**config.mk**
```make
export PLATFORM = sky130hd
export DESIGN_NAME = wb_arbiter
export DESIGN_NICKNAME = d
export VERILOG_FILES = /design/src/rtl/wb_pkg.sv /design/src/rtl/wb_fifo.sv /design/src/rtl/wb_arbiter.sv
export SDC_FILE = /design/constraint.sdc
export NUM_CORES = 1
export LEC_CHECK = 0
export BUFFER_PORTS_ARGS = -buffer_cell sky130_fd_sc_hd__buf_2
export CAP_MARGIN = 20
export CORE_MARGIN = 5
export CORE_UTILIZATION = 57
export DETAILED_ROUTE_END_ITERATION = 8
export HOLD_SLACK_MARGIN = 0.05
export PLACE_DENSITY = 0.85
export SLEW_MARGIN = 20
export SYNTH_ARGS = -nofsm -noshare
export SYNTH_HDL_FRONTEND = slang
export SYNTH_SLANG_ARGS = --single-unit
```
**constraint.sdc**
```tcl
create_clock -name clk -period 7.39 [get_ports clk]
set_input_delay 1.1085 -clock clk [delete_from_list [all_inputs] [get_ports clk]]
set_output_delay 1.1085 -clock clk [all_outputs]
set_load 0.02 [all_outputs]
```
**src/rtl/wb_pkg.sv**
```systemverilog
// Shared types for the writeback arbiter: queue entry layout, source ids and default queue depth.
// Width macros fall back to defaults when the surrounding build does not define them.
`ifndef WORD_SIZE
`define WORD_SIZE 32
`endif
`ifndef INSTR_TYPE_SZ
`define INSTR_TYPE_SZ 4
`endif
`ifndef ROB_ENTRY_WIDTH
`define ROB_ENTRY_WIDTH 5
`endif

package wb_pkg;

  localparam int WB_FIFO_DEPTH = 2;

  typedef enum logic {
    WB_SRC_MEM = 1'b0,
    WB_SRC_ALU = 1'b1
  } wb_src_e;

  typedef struct packed {
    logic [`INSTR_TYPE_SZ-1:0]   instruction_type;
    logic [`WORD_SIZE-1:0]       pc;
    logic                        exception;
    logic [`WORD_SIZE-1:0]       virtual_addr;
    logic [`WORD_SIZE-1:0]       value;
    logic [`ROB_ENTRY_WIDTH-1:0] rob_id;
  } wb_entry_t;

endpackage

```
**src/rtl/wb_fifo.sv**
```systemverilog
// Small per-source holding queue for writeback entries that lost arbitration.
// DEPTH must be a power of two so the pointers wrap naturally.
module wb_fifo
  import wb_pkg::*;
#(
  parameter int  DEPTH   = WB_FIFO_DEPTH,
  parameter type entry_t = wb_entry_t
) (
  input  logic                     clk,
  input  logic                     reset,
  input  logic                     push,
  input  entry_t                   push_data,
  input  logic                     pop,
  output entry_t                   head,
  output logic [$clog2(DEPTH):0]   count,
  output logic                     full
);

  localparam int PW = $clog2(DEPTH);

  entry_t         store [DEPTH];
  logic [PW-1:0]  rd_ptr;
  logic [PW-1:0]  wr_ptr;

  always_ff @(posedge clk or negedge reset) begin
    if (!reset) begin
      rd_ptr <= '0;
      wr_ptr <= '0;
      count  <= '0;
    end else begin
      if (push) wr_ptr <= wr_ptr + 1'b1;
      if (pop)  rd_ptr <= rd_ptr + 1'b1;
      count <= count + {{PW{1'b0}}, push} - {{PW{1'b0}}, pop};
    end
  end

  // Payload storage carries no reset; validity is tracked by count alone.
  always_ff @(posedge clk) begin
    if (push) store[wr_ptr] <= push_data;
  end

  assign head = store[rd_ptr];
  assign full = (count == (PW+1)'(DEPTH));

endmodule

```
**src/rtl/wb_arbiter.sv**
```systemverilog
// Merges memory-pipe and ALU-pipe completions onto the single ROB write port, round-robin on conflict.
// Optional WB_PERF_CNT_EN adds conflict and stall event counters.
module wb_arbiter
  import wb_pkg::*;
#(
  parameter int WORD_SIZE       = `WORD_SIZE,
  parameter int INSTR_TYPE_SZ   = `INSTR_TYPE_SZ,
  parameter int ROB_ENTRY_WIDTH = `ROB_ENTRY_WIDTH,
  parameter int FIFO_DEPTH      = WB_FIFO_DEPTH
) (
  input  logic                       clk,
  input  logic                       reset,
  input  logic                       mem_valid,
  input  logic [INSTR_TYPE_SZ-1:0]   mem_instruction_type,
  input  logic [WORD_SIZE-1:0]       mem_pc,
  input  logic                       mem_exception,
  input  logic [WORD_SIZE-1:0]       mem_virtual_addr_exception,
  input  logic [WORD_SIZE-1:0]       mem_load_data,
  input  logic [ROB_ENTRY_WIDTH-1:0] mem_rob_id,
  output logic                       mem_stall,
  input  logic                       alu_valid,
  input  logic [INSTR_TYPE_SZ-1:0]   alu_instruction_type,
  input  logic [WORD_SIZE-1:0]       alu_pc,
  input  logic                       alu_exception,
  input  logic [WORD_SIZE-1:0]       alu_result,
  input  logic [ROB_ENTRY_WIDTH-1:0] alu_rob_id,
  output logic                       alu_stall,
  output logic                       rob_wr_valid,
  output logic [INSTR_TYPE_SZ-1:0]   rob_wr_instruction_type,
  output logic [WORD_SIZE-1:0]       rob_wr_pc,
  output logic                       rob_wr_exception,
  output logic [WORD_SIZE-1:0]       rob_wr_virtual_addr,
  output logic [WORD_SIZE-1:0]       rob_wr_value,
  output logic [ROB_ENTRY_WIDTH-1:0] rob_wr_id
`ifdef WB_PERF_CNT_EN
  ,
  output logic [31:0]                perf_conflicts,
  output logic [31:0]                perf_mem_stalls,
  output logic [31:0]                perf_alu_stalls
`endif
);

  localparam int CW = $clog2(FIFO_DEPTH) + 1;

  wb_entry_t       mem_in, alu_in, mem_head, alu_head, win_entry;
  logic [CW-1:0]   mem_count, alu_count;
  logic            mem_full, alu_full;
  logic            mem_has_q, alu_has_q, mem_live, alu_live;
  logic            mem_cand, alu_cand, contested, win_any;
  logic            mem_push, mem_pop, alu_push, alu_pop;
  wb_src_e         last_grant, win_src;

  assign mem_in = '{instruction_type: mem_instruction_type, pc: mem_pc,
                    exception: mem_exception, virtual_addr: mem_virtual_addr_exception,
                    value: mem_load_data, rob_id: mem_rob_id};
  assign alu_in = '{instruction_type: alu_instruction_type, pc: alu_pc,
                    exception: alu_exception, virtual_addr: '0,
                    value: alu_result, rob_id: alu_rob_id};

  // Stall comes from registered occupancy only, so a full queue popping this cycle still stalls.
  assign mem_stall = mem_full;
  assign alu_stall = alu_full;

  assign mem_has_q = (mem_count != '0);
  assign alu_has_q = (alu_count != '0);
  assign mem_live  = mem_valid && !mem_stall;
  assign alu_live  = alu_valid && !alu_stall;
  assign mem_cand  = mem_has_q || mem_live;
  assign alu_cand  = alu_has_q || alu_live;

  always_comb begin
    contested = mem_cand && alu_cand;
    win_any   = mem_cand || alu_cand;
    if (contested)     win_src = (last_grant == WB_SRC_ALU) ? WB_SRC_MEM : WB_SRC_ALU;
    else if (mem_cand) win_src = WB_SRC_MEM;
    else               win_src = WB_SRC_ALU;

    if (win_src == WB_SRC_MEM) win_entry = mem_has_q ? mem_head : mem_in;
    else                       win_entry = alu_has_q ? alu_head : alu_in;

    mem_pop  = win_any && (win_src == WB_SRC_MEM) && mem_has_q;
    alu_pop  = win_any && (win_src == WB_SRC_ALU) && alu_has_q;
    // A live input is queued unless it bypassed straight to the ROB port.
    mem_push = mem_live && !(win_any && (win_src == WB_SRC_MEM) && !mem_has_q);
    alu_push = alu_live && !(win_any && (win_src == WB_SRC_ALU) && !alu_has_q);
  end

  wb_fifo #(.DEPTH(FIFO_DEPTH), .entry_t(wb_entry_t)) u_mem_fifo (
    .clk       (clk),
    .reset     (reset),
    .push      (mem_push),
    .push_data (mem_in),
    .pop       (mem_pop),
    .head      (mem_head),
    .count     (mem_count),
    .full      (mem_full)
  );

  wb_fifo #(.DEPTH(FIFO_DEPTH), .entry_t(wb_entry_t)) u_alu_fifo (
    .clk       (clk),
    .reset     (reset),
    .push      (alu_push),
    .push_data (alu_in),
    .pop       (alu_pop),
    .head      (alu_head),
    .count     (alu_count),
    .full      (alu_full)
  );

  // ROB write port registers; payload holds its last value on idle cycles.
  always_ff @(posedge clk or negedge reset) begin
    if (!reset) begin
      rob_wr_valid            <= 1'b0;
      rob_wr_instruction_type <= '0;
      rob_wr_pc               <= '0;
      rob_wr_exception        <= 1'b0;
      rob_wr_virtual_addr     <= '0;
      rob_wr_value            <= '0;
      rob_wr_id               <= '0;
      last_grant              <= WB_SRC_ALU;
    end else begin
      rob_wr_valid <= win_any;
      if (win_any) begin
        rob_wr_instruction_type <= win_entry.instruction_type;
        rob_wr_pc               <= win_entry.pc;
        rob_wr_exception        <= win_entry.exception;
        rob_wr_virtual_addr     <= win_entry.virtual_addr;
        rob_wr_value            <= win_entry.value;
        rob_wr_id               <= win_entry.rob_id;
      end
      if (contested) last_grant <= win_src;
    end
  end

`ifdef WB_PERF_CNT_EN
  always_ff @(posedge clk or negedge reset) begin
    if (!reset) begin
      perf_conflicts  <= '0;
      perf_mem_stalls <= '0;
      perf_alu_stalls <= '0;
    end else begin
      if (contested) perf_conflicts  <= perf_conflicts + 32'd1;
      if (mem_stall) perf_mem_stalls <= perf_mem_stalls + 32'd1;
      if (alu_stall) perf_alu_stalls <= perf_alu_stalls + 32'd1;
    end
  end
`endif

endmodule

```
# Word level (Yosys, flattened, before mapping)
# Memory sizes are Yosys's and may differ from the RTL's.
# Index checks and enable logic that the tools add are counted.
# totals
inputBits,184
mem_bits_rw,360
elab_cells,59
reg_bits,116
n_memories,2
output_inout_bits,109
# mem_list
memory,words,word_bits,rd,rd_ports_with_merged_regs,write_ports,line,rtl
u_mem_fifo.store,2,106,1,0,1,wb_fifo.sv:21,entry_t store [DEPTH];
u_alu_fifo.store,2,74,1,0,1,wb_fifo.sv:21,
# op_classes
n_reduce_logical,22
n_bitwise,1
n_eq_ne,2
add_sub_neg,8
n_mux,10
# ops
cell,n
106-bit two-way mux,3
1-bit logical AND,11
1-bit two-way mux,7
1-bit logical NOT,6
"1-bit adder, second input constant",4
2-bit by 1-bit adder with 2-bit output,2
"2-bit equality test, second input constant",2
2-bit nonzero test,2
2-bit by 1-bit subtractor with 2-bit output,2
1-bit logical OR,3
1-bit NOT,1

# Depth between registers and ports, before layout
# Gate-level depths: netlist of run 1.
# logic_depth
depth_word,13
mapped_depth,10

# Hierarchy
# A second synthesis of run 1 with hierarchy kept.
# unflattened
cells_unflattened,1522
area_unflattened_um2,23202.3
# modules_own_cells
mod,area_per_inst_um2,instances,seq_area_each_um2,cells_each
wb_fifo,7956.4,2,6466.2,344
wb_arbiter,7289.5,1,2703.8,834

# Worst setup path after synthesis of run 1
# No wires, ideal clock.
# synth_timing
kind,in2reg
start,input port mem_valid
end,"memory u_mem_fifo.store[0][0] (netlist name), enable pin"
path_buffers,2
required_time_ps,6818
cell_stages,4
arrival_time_ps,6051
path_slack_ps,766
path_cell_list,buf_4 buf_2 o21ai_0 nor2_1
# synth_via
elab_chain_cells,11
word_cells_on_any_way,13
# synth_lines
item,line,rtl
start: declaration,wb_arbiter.sv:13,"input logic mem_valid,"
1-bit logical AND (*),wb_arbiter.sv:66,assign mem_live = mem_valid && !mem_stall;
1-bit logical OR,wb_arbiter.sv:68,assign mem_cand = mem_has_q || mem_live;
1-bit two-way mux / 1-bit logical AND (equally long branches),"wb_arbiter.sv:75, wb_arbiter.sv:72",
1-bit two-way mux,wb_arbiter.sv:74,if (contested) win_src = (last_grant == WB_SRC_ALU) ? WB_SRC_MEM : WB_SRC_ALU;
1-bit NOT,wb_arbiter.sv:84,mem_push = mem_live && !(win_any && (win_src == WB_SRC_MEM) && !mem_has_q);
1-bit logical AND (2 in a row),wb_arbiter.sv:84,
1-bit logical NOT,wb_arbiter.sv:84,
1-bit logical AND (*),wb_arbiter.sv:84,
1-bit two-way mux (*),wb_fifo.sv:39,if (push) store[wr_ptr] <= push_data;
1-bit two-way mux (implied by the code) (*),wb_fifo.sv:39,
end: declaration,wb_fifo.sv:21,
# Every way passes the cells marked *; elsewhere a longest branch is shown, timed or not.

# Final worst setup path of run 1
# layout_timing
start,input port mem_valid
end,"memory u_alu_fifo.store[0][34] (netlist name), enable pin"
# layout_via
elab_chain_cells,10
word_cells_on_any_way,12
# layout_lines
item,line,rtl
1-bit logical AND (*),wb_arbiter.sv:66,
1-bit logical OR (*),wb_arbiter.sv:68,
1-bit two-way mux / 1-bit logical AND (equally long branches),"wb_arbiter.sv:75, wb_arbiter.sv:72",
1-bit two-way mux,wb_arbiter.sv:74,
1-bit logical AND (*) (2 in a row),wb_arbiter.sv:85,alu_push = alu_live && !(win_any && (win_src == WB_SRC_ALU) && !alu_has_q);
1-bit logical NOT (*),wb_arbiter.sv:85,
1-bit logical AND (*),wb_arbiter.sv:85,
1-bit two-way mux (*),wb_fifo.sv:39,
1-bit two-way mux (implied by the code) (*),wb_fifo.sv:39,
end: declaration,wb_fifo.sv:21,
# Marked as above.

==> reports/qor.csv, run 1 <==
metric;value;unit
Final Non-Filler Cells;2094;
GRT Total Usage;0.243;
endpoints failing setup;0;
Root Driver;clkbuf_16;
Core Area;0.0337;mm2
Synth Area per Inst;14.5;um2
fin crit share;0.504;
cell-internal power;0.00655;W
CP arrival;3.91;ns
Die Wd;195;um
hold buffers post-CTS;0;
number of buffers added on ports;292;
CP endpoint kind;register;
routed vias;12800;
DRC violations left;0;
number of antenna violations at the first check in global routing;14;
Setup Fix Bufs, Post-CTS;0;
status;finished clean;
post-layout min period;3.73;ns
CP Class;in -> reg;
Least-Margin Pin Slew;1.10;ns
critical-path maximum fanout;77;
crit start category;primary input;
LEAKAGE;9.24;nW
clock sink count;476;
switching power;0.00361;W
Peak VDD IR;282;uV
drt first pass iters;7;
cell total after placement;1997;
crit path from;mem_valid;
die height;195;um
worst r2r path cells;4;
Worst Skew;0.00885;ns
H-Tree Depth;2;
Setup TNS;0;ns
cells resized by post-CTS repair;0;
WL final;47.6;mm
post-synthesis cell area;0.0196;mm2
first-pass GRT wire length;73.8;mm
Cells after Synth;1349;
Max-Cap Viols;0;
RSZ-0062 raised after global routing;no;
initial core utilization;0.580;
count of antenna-violating nets left after detailed routing;0;
Final Hold Fails;0;
Initial DRC Count;1079;
Flop pwr share;0.412;
Post-DP HPWL;28.5;mm
Mapped Nets;1537;
drt wl/cell;22.7;um
Worst R2R End;rob_wr_virtual_addr[4]$_DFFE_PN0N_;
CTS Buf Count;48;
Via density;6.10;
Die ar.;0.0381;mm2
Max-slew headroom;0.268;
vias in the first global route;13200;
nets@finish;1790;
Area Growth Syn to Fin;16.8;%
Worst Setup EP;u_alu_fifo.store[0][34]$_DFFE_PP_;
Reg clk slew, reported paths;0.06;ns
Reg2Reg Setup Slack;4.55;ns
Clock Latency Late Sink;0.55;ns
CTS Buffer Depth;3;
share of cells above drive strength 1;0.261;
CP required;7.57;ns
number of core rows;67;
pwr dens;445;mW/mm2
Syn. warnings;0;
FF+latch count, synth;476;
Clk pwr share;0.236;
f_max;268;MHz
register area share after synthesis;0.701;
largest net degree at the start of global routing;90;
Yosys cell types;34;
switching fraction of total power;0.356;
fin. max-slew vios;0;
I/O Pins;293;
CTS tree;built;
GPL Wtd Cong;0.789;
Min-Delay Path Class;reg -> reg;
combinational fraction of design power;0.352;
FF-to-FF Start;u_mem_fifo.rd_ptr$_DFFE_PN0P_;
grt ovf;0;
-- placed cells by master (no fill, tap or decap), types with 9 or more instances in the layout --
| cell | n |
|---|---|
| nand2_1 | 75 |
| nor2_1 | 108 |
| edfxtp_1 | 360 |
| buf_4 | 18 |
| o311ai_0 | 27 |
| clkbuf_1 | 15 |
| dfrtp_1 | 113 |
| a21oi_1 | 178 |
| a22oi_1 | 32 |
| o311ai_1 | 46 |
| buf_2 | 290 |
| a211o_1 | 73 |
| inv_1 | 9 |
| clkbuf_16 | 49 |
| mux2i_1 | 148 |
| mux2_2 | 32 |
-- metal layers --
layer,vias up,track usage,part of all wire
met5,-,0,0.0022
met4,18,0.0657,0.023
met3,90,0.0534,0.081
met2,599,0.405,0.50
met1,6374,0.329,0.39
li1,5688,-,-
-- critical path: stages --
cell	delay, ns
buf_4	0.78
nor3_1	0.28
nor3_1	0.19
o21ai_0	0.25
nor2_4	0.64
buf_4	0.60
-- kinds of logic (layout without fill, tap and decap cells) --
logic type / Yosys count / in the layout / share of synthesized area
flops: 476 / 476 / 0.701
compound gates: 364 / 364 / 0.127
simple gates: 198 / 198 / 0.0396
mux: 180 / 180 / 0.0942
buf+inv: 118 / 407 / 0.0313
xor+xnor: 9 / 9 / 0.00403
fa+ha+maj: 4 / 4 / 0.00256
other cells: 0 / 8 / 0
-- synth_stat cells (all sizes together) --
master,count,area [um2]
nor2,113,427
o32a,1,10.0
mux2,32,360
xnor2,7,61.3
nor3,4,31.3
a22oi,32,240
clkbuf,39,148
o22ai,1,20.0
o211a,2,20.0
a211o,73,639
clkinv,1,3.75
o31ai,1,7.51
o21ai,2,10.0
and2,1,6.26
mux2i,148,1480
ha,4,50.1
nand2,76,285
dfrtp,115,2880
xor2,2,17.5
buf,69,427
o21a,1,7.51
inv,9,33.8
nor2b,2,12.5
o311ai,73,639
a21oi,178,891
or2,2,12.5
dfstp,1,26.3
edfxtp,360,10800
-- power by group through the flow --
stage | clock [W] | combinational, W | sequential (W)
floorplan | 0 | 0.00237 | 0.00444
global placement | 0 | 0.00345 | 0.00420
detailed placement | 0 | 0.00355 | 0.00423
CTS | 0.00243 | 0.00358 | 0.00419
global route | 0.00255 | 0.00390 | 0.00426
finish | 0.00240 | 0.00358 | 0.00419
-- through the flow --
stage               hold slack, ns  instance area [um2]  setup WS, ns  total power, W  utilization
floorplan                    0.468                19600         0.766         0.00681            -
global placement             0.478                21200          2.83         0.00764        0.629
detailed placement           0.509                21200          2.77         0.00778        0.629
CTS                          0.524                22700          3.35          0.0102        0.675
global route                 0.540                22800          3.50          0.0107        0.677
finish                       0.524                22800          3.66          0.0102        0.678
-- state kept, by name (all words and copies together), names as in the netlist --
register and cells:
rob_wr_exception 1, u_alu_fifo.count 2, u_alu_fifo.wr_ptr 1, u_alu_fifo.store 148, u_mem_fifo.rd_ptr 1, rob_wr_id 5
rob_wr_value 32, u_mem_fifo.store 212, rob_wr_valid 1, rob_wr_instruction_type 4, u_alu_fifo.rd_ptr 1, rob_wr_virtual_addr 32
u_mem_fifo.count 2, rob_wr_pc 32, last_grant 1, u_mem_fifo.wr_ptr 1
-- layout make-up --
type	count	area, um2
flip-flops and latches	476	13700
fillers	2343	10900
multi-input cells	755	5280
repair buffers	311	1660
clock buffers	68	1340
well taps	448	561
clock inverters	18	223
inverters	10	37.5
diodes	8	20.0
-- worst min-delay path by stage --
stage / slack (ns) / depth (start not counted) / end / from
2_1_floorplan: 0.47 / 1 / u_mem_fifo.wr_ptr$_DFFE_PN0N_ / u_mem_fifo.wr_ptr$_DFFE_PN0N_
4_1_cts: 0.52 / 1 / rob_wr_value[26]$_DFFE_PN0N_ / rob_wr_value[26]$_DFFE_PN0N_
6_report: 0.52 / 2 / rob_wr_virtual_addr[22]$_DFFE_PN0N_ / rob_wr_virtual_addr[22]$_DFFE_PN0N_
3_3_place_gp: 0.48 / 1 / rob_wr_value[26]$_DFFE_PN0N_ / rob_wr_value[26]$_DFFE_PN0N_
5_1_grt: 0.54 / 1 / rob_wr_value[26]$_DFFE_PN0N_ / rob_wr_value[26]$_DFFE_PN0N_
3_5_place_dp: 0.51 / 1 / rob_wr_value[26]$_DFFE_PN0N_ / rob_wr_value[26]$_DFFE_PN0N_
(Power assumes the default switching activity.)
==> run 2, diff against run 1 <==
--- a/config.mk
+++ b/config.mk
@@ -8,10 +8,10 @@
 export BUFFER_PORTS_ARGS = -buffer_cell sky130_fd_sc_hd__buf_2
 export CAP_MARGIN = 20
 export CORE_MARGIN = 5
-export CORE_UTILIZATION = 57
+export CORE_UTILIZATION = 51
 export DETAILED_ROUTE_END_ITERATION = 8
 export HOLD_SLACK_MARGIN = 0.05
-export PLACE_DENSITY = 0.85
+export PLACE_DENSITY = 0.8
 export SLEW_MARGIN = 20
 export SYNTH_ARGS = -nofsm -noshare
 export SYNTH_HDL_FRONTEND = slang
==> constraint.sdc (replaced) <==
create_clock -name clk -period 2.99 [get_ports clk]
set_input_delay 0.4485 -clock clk [delete_from_list [all_inputs] [get_ports clk]]
set_output_delay 0.4485 -clock clk [all_outputs]
set_load 0.02 [all_outputs]
==> reports/qor.csv, run 2 (synthesis gave the netlist of run 1 again) <==
metric;value;unit
cell-internal power;0.0162;W
drt first pass iters;5;
Worst Skew;0.0181;ns
critical path cell sequence;inv_1 -> nor3_1 -> o21ai_0 -> nor2_4 -> buf_4;
CTS tree;built;
Min-Delay Path Class;in -> reg;
vias in the first global route;13400;
largest net degree at the start of global routing;82;
largest registers;u_mem_fifo.store x212, u_alu_fifo.store x148;
grt ovf;0;
number of core rows;71;
Die Wd;206;um
status;finished clean;
Root Driver;clkbuf_16;
GRT Total Usage;0.230;
Final Power;0.0252;W
WL final;49.0;mm
Via density;5.86;
cell total after placement;2078;
crit start category;register;
switching power;0.00903;W
most frequent cells in the layout;360 x edfxtp_1, 290 x buf_2, 178 x a21oi_1, 148 x mux2i_1, 113 x dfrtp_1;
pwr dens;1090;mW/mm2
critical-path maximum fanout;46;
Largest Register;u_mem_fifo.store;
Max-slew headroom;0.422;
Least-Margin Pin Slew;0.868;ns
H-Tree Depth;2;
CP endpoint kind;register;
fin crit share;0.769;
clock sink count;476;
CP max stage cell;dfstp_2;
worst r2r path cells;5;
Final Hold Fails;0;
Reg clk slew, reported paths;0.06;ns
Initial DRC Count;850;
worst path buffer plus inverter count;2;
nets@finish;1813;
RSZ-0062 raised after global routing;no;
endpoints failing setup;0;
I/O Pins;293;
Flop pwr share;0.408;
Clock Latency Late Sink;0.57;ns
Peak VDD IR;702;uV
Core Area;0.0378;mm2
post-layout min period;2.30;ns
count of antenna-violating nets left after detailed routing;0;
WP depth;5;
switching fraction of total power;0.358;
number of flip-flops in the largest register;212;
tightest hold margin;0.0817;ns
GPL Wtd Cong;0.781;
share of cells above drive strength 1;0.268;
commonest non-fill, non-tap cell in the layout;edfxtp_1;
CP arrival;2.49;ns
initial core utilization;0.518;
CP required;3.18;ns
CP Class;reg -> reg;
combinational fraction of design power;0.361;
fin. max-slew vios;0;
f_max;435;MHz
drt wl/cell;22.5;um
crit-path max cell delay;0.62;ns
cells resized by post-CTS repair;0;
die height;206;um
family with the most delay on the worst path;buffers and inverters;
LEAKAGE;9.37;nW
first-pass GRT wire length;75.7;mm
CTS Buffer Depth;3;
Final Non-Filler Cells;2179;
routed vias;12800;
Clk pwr share;0.231;
Area Growth Syn to Fin;18.3;%
Die ar.;0.0424;mm2
number of antenna violations at the first check in global routing;13;
Post-DP HPWL;29.6;mm
worst hold path stage count;1;
Max-Cap Viols;0;
DRC violations left;0;
CTS Buf Count;47;
number of buffers added on ports;292;
[run 2: cell count changes in the layout (fill, tap and decap cells not counted), sizes merged]
cell         previous run  this run
buf                   311       326
dlygate4sd3             0         9
clkinv                 12        15
diode                   8         5
bufinv                  5         3
clkbuf                 68        67
clkinvlp                1         2
[run 2: cell type report]
class / count / area (um2)
Multi-Input combinational cell: 755 / 5280
Sequential cell: 476 / 13700
Antenna cell: 5 / 12.5
Tap cell: 511 / 639
Fill cell: 2828 / 14600
Inverter: 10 / 37.5
Clock buffer: 67 / 1340
Timing Repair Buffer: 335 / 1920
Clock inverter: 20 / 178
[run 2: path summary, 6_finish.rpt]
path | start | endpoint | slack, ns
max in group asynchronous | reset | rob_wr_virtual_addr[25]$_DFFE_PN0N_ | 1.75
max | last_grant$_DFFE_PN1P_ | u_alu_fifo.store[1][72]$_DFFE_PP_ | 0.69
max reg2reg | last_grant$_DFFE_PN1P_ | u_alu_fifo.store[1][72]$_DFFE_PP_ | 0.69
min in group asynchronous | reset | rob_wr_pc[6]$_DFFE_PN0N_ | 0.39
min | alu_rob_id[4] | u_alu_fifo.store[0][4]$_DFFE_PP_ | 0.08
min reg2reg | rob_wr_value[26]$_DFFE_PN0N_ | rob_wr_value[26]$_DFFE_PN0N_ | 0.51
[run 2: what timing repair did]
action                                 CTS  global route
hold buffers                             9             0
buffers inserted                         0             0
endpoints found under the hold margin   55             0
[run 2: power groups by stage]
stage	clock (W)	sequential (W)	combinational, W
3_3_place_gp	0	0.0103	0.00883
5_1_grt	0.00620	0.0105	0.00993
4_1_cts	0.00593	0.0103	0.00919
6_report	0.00582	0.0103	0.00910
3_5_place_dp	0	0.0104	0.00911
2_1_floorplan	0	0.0109	0.00588
[run 2: per-layer routing]
layer | global-route usage | vias up | routed length (um)
met5 | 0 | - | 99
met2 | 0.390 | 499 | 24700
met1 | 0.299 | 6431 | 19500
met3 | 0.0523 | 84 | 3730
li1 | - | 5744 | -
met4 | 0.0687 | 14 | 1000
[run 2: worst reg2reg max path: stages, from the launching register on]
cell and delay, ns:
dfstp_2 0.62, inv_1 0.09, nor3_1 0.17, o21ai_0 0.27
nor2_4 0.17, buf_4 0.57
[run 2: stage by stage]
step / utilization / setup slack, ns / instance area, um2 / TNS, ns
2_1_floorplan: - / -0.368 / 19600 / -54.48
3_3_place_gp: 0.570 / 0.672 / 21500 / 0
3_5_place_dp: 0.570 / 0.656 / 21500 / 0
4_1_cts: 0.612 / 0.671 / 23100 / 0
5_1_grt: 0.613 / 0.467 / 23100 / 0
6_report: 0.613 / 0.689 / 23100 / 0
==> run 3, diff against run 2 <==
--- a/config.mk
+++ b/config.mk
@@ -8,10 +8,10 @@
 export BUFFER_PORTS_ARGS = -buffer_cell sky130_fd_sc_hd__buf_2
 export CAP_MARGIN = 20
 export CORE_MARGIN = 5
-export CORE_UTILIZATION = 51
+export CORE_UTILIZATION = 57
 export DETAILED_ROUTE_END_ITERATION = 8
 export HOLD_SLACK_MARGIN = 0.05
-export PLACE_DENSITY = 0.8
+export PLACE_DENSITY = 0.85
 export SLEW_MARGIN = 20
 export SYNTH_ARGS = -nofsm -noshare
 export SYNTH_HDL_FRONTEND = slang
==> constraint.sdc (replaced) <==
create_clock -name clk -period 2.2 [get_ports clk]
set_input_delay 0.33 -clock clk [delete_from_list [all_inputs] [get_ports clk]]
set_output_delay 0.33 -clock clk [all_outputs]
set_load 0.02 [all_outputs]
==> reports/qor.csv, run 3 (synthesis gave the netlist of run 1 again) <==
metric;value;unit
status;finished clean;
Max-slew headroom;0.251;
post-layout min period;2.11;ns
Final Power;0.0358;W
CTS tree;built;
grt ovf;0;
Final Hold Fails;0;
drt wl/cell;24.3;um
Root Driver;clkbuf_16;
switching power;0.0131;W
critical path cell sequence;nor3_4 -> buf_4 -> nor2_4 -> buf_12 -> o31ai_1 -> o32a_1;
Flop pwr share;0.386;
Worst R2R End;rob_wr_value[26]$_DFFE_PN0N_;
CP arrival;2.54;ns
CP endpoint kind;register;
FF-to-FF Start;u_alu_fifo.count[0]$_DFF_PN0_;
cell-internal power;0.0227;W
number of antenna violations at the first check in global routing;3;
Initial DRC Count;1217;
hold endpoint;u_mem_fifo.wr_ptr$_DFFE_PN0N_;
Least-Margin Pin Slew;1.12;ns
Max-Cap Viols;0;
largest registers;u_mem_fifo.store x212, u_alu_fifo.store x148;
Reg2Reg Setup Slack;0.09;ns
Area Growth Syn to Fin;28.2;%
Clk pwr share;0.230;
CP required;2.63;ns
count of antenna-violating nets left after detailed routing;0;
WL final;55.9;mm
Largest Register;u_mem_fifo.store;
drt first pass iters;5;
CP Class;reg -> reg;
clock sink count;476;
fin crit share;0.960;
CTS Buf Count;47;
Post-DP HPWL;29.2;mm
crit start category;register;
f_max;473;MHz
Clock Latency Late Sink;0.55;ns
endpoints failing setup;0;
routed vias;14300;
pre-CTS setup slack;-0.119;ns
initial core utilization;0.580;
Via density;6.23;
area of the multi-input gates;0.00529;mm2
H-Tree Depth;2;
I/O Pins;293;
Worst Skew;0.0191;ns
worst r2r path cells;6;
combinational fraction of design power;0.384;
GRT Total Usage;0.288;
pwr dens;1430;mW/mm2
share of cells above drive strength 1;0.249;
critical-path maximum fanout;36;
crit-path max cell delay;0.61;ns
tightest hold margin;0.204;ns
Die ar.;0.0381;mm2
Core Area;0.0337;mm2
Die Wd;195;um
CTS Buffer Depth;3;
Reg clk slew, reported paths;0.06;ns
fin. max-slew vios;0;
number of buffers added on ports;292;
Layout fillers;1994;
Min-Delay Path Class;in -> reg;
Worst Slack Setup Final;0.0877;ns
most frequent cells in the layout;360 x edfxtp_1, 290 x buf_2, 181 x dlygate4sd3_1, 178 x a21oi_1, 148 x mux2i_1;
CP max stage cell;nor2_4;
LEAKAGE;10.2;nW
largest net degree at the start of global routing;83;
commonest non-fill, non-tap cell in the layout;edfxtp_1;
first-pass GRT wire length;87.0;mm
Storage cell area;0.0137;mm2
RSZ-0062 raised after global routing;no;
number of core rows;67;
switching fraction of total power;0.366;
worst hold path stage count;3;
die height;195;um
vias in the first global route;15200;
Min-Delay Startpoint;mem_valid;
number of flip-flops in the largest register;212;
Peak VDD IR;1070;uV
GPL Wtd Cong;0.787;
DRC violations left;0;
nets@finish;1997;
## run 3: cell types whose count changed in the layout (fill, tap and decap cells not counted), sizes merged, moves of 2 or more
cell,before,now
buf,326,337
clkinv,15,11
clkinvlp,2,4
diode,5,3
dlygate4sd3,9,181
## run 3: worst max path at each step
stage | slack [ns] | start | cells after the start | to
floorplan | -0.59 | u_alu_fifo.count[1]$_DFF_PN0_ | 4 | u_mem_fifo.store[0][0]$_DFFE_PP_
detailed placement | -0.12 | alu_valid | 6 | rob_wr_value[26]$_DFFE_PN0N_
global placement | -0.07 | alu_valid | 6 | rob_wr_value[26]$_DFFE_PN0N_
CTS | 0.03 | u_alu_fifo.count[0]$_DFF_PN0_ | 9 | u_alu_fifo.count[1]$_DFF_PN0_
global route | 0.01 | u_alu_fifo.count[0]$_DFF_PN0_ | 5 | rob_wr_id[4]$_DFFE_PN0N_
finish | 0.09 | u_alu_fifo.count[0]$_DFF_PN0_ | 6 | rob_wr_value[26]$_DFFE_PN0N_
## run 3: power by group through the flow
stage                     registers (W)  logic, W  clock network, W
after CTS                        0.0137    0.0134           0.00823
after global routing             0.0140    0.0147           0.00872
after floorplan                  0.0147   0.00801                 0
after global placement           0.0137    0.0126                 0
final                            0.0138    0.0137           0.00823
after detailed placement         0.0139    0.0130                 0
## run 3: area by class of cell
class                   instances  area share
repair buffers                518       0.154
inverters                      10     0.00150
clock inverters                20     0.00898
multi-input cells             756       0.211
clock buffers                  68      0.0545
well taps                     448      0.0224
flip-flops and latches        476       0.547
diodes                          3    0.000299
## run 3: critical path, delay by kind of cell (launching register included)
family	cells	cell delay [ns]
DFF	1	0.40
AOI/OAI and AO/OA	2	0.42
and+or+nand+nor	2	0.67
buffers and inverters	2	0.48
## run 3: what timing repair did
| item | in CTS | in global routing |
|---|---|---|
| endpoints found under the hold margin | 405 | 0 |
| buffers inserted | 0 | 1 |
| resized for setup | 0 | 2 |
| endpoints found under the setup margin | 1 | 34 |
| pin swaps | 1 | 1 |
| cloned | 1 | 0 |
| hold buffers | 181 | 0 |
## run 3: per-layer routing
| metal | vias to the layer above | GRT usage | wire (um) |
|---|---|---|---|
| met5 | - | 0 | 0 |
| met1 | 7003 | 0.365 | 19900 |
| met2 | 1013 | 0.494 | 28400 |
| li1 | 6116 | - | - |
| met4 | 0 | 0.110 | 2360 |
| met3 | 201 | 0.0550 | 5240 |
## run 3: metrics by stage
stage                      util  cell area [um2]  cells  TNS [ns]
after global placement    0.642            21600   2025   -0.0728
after CTS                 0.743            25100   2295         0
after floorplan               -            19600   1349   -186.21
after detailed placement  0.642            21600   2025    -0.119
final                     0.744            25100   2299         0
after global routing      0.744            25100   2297         0
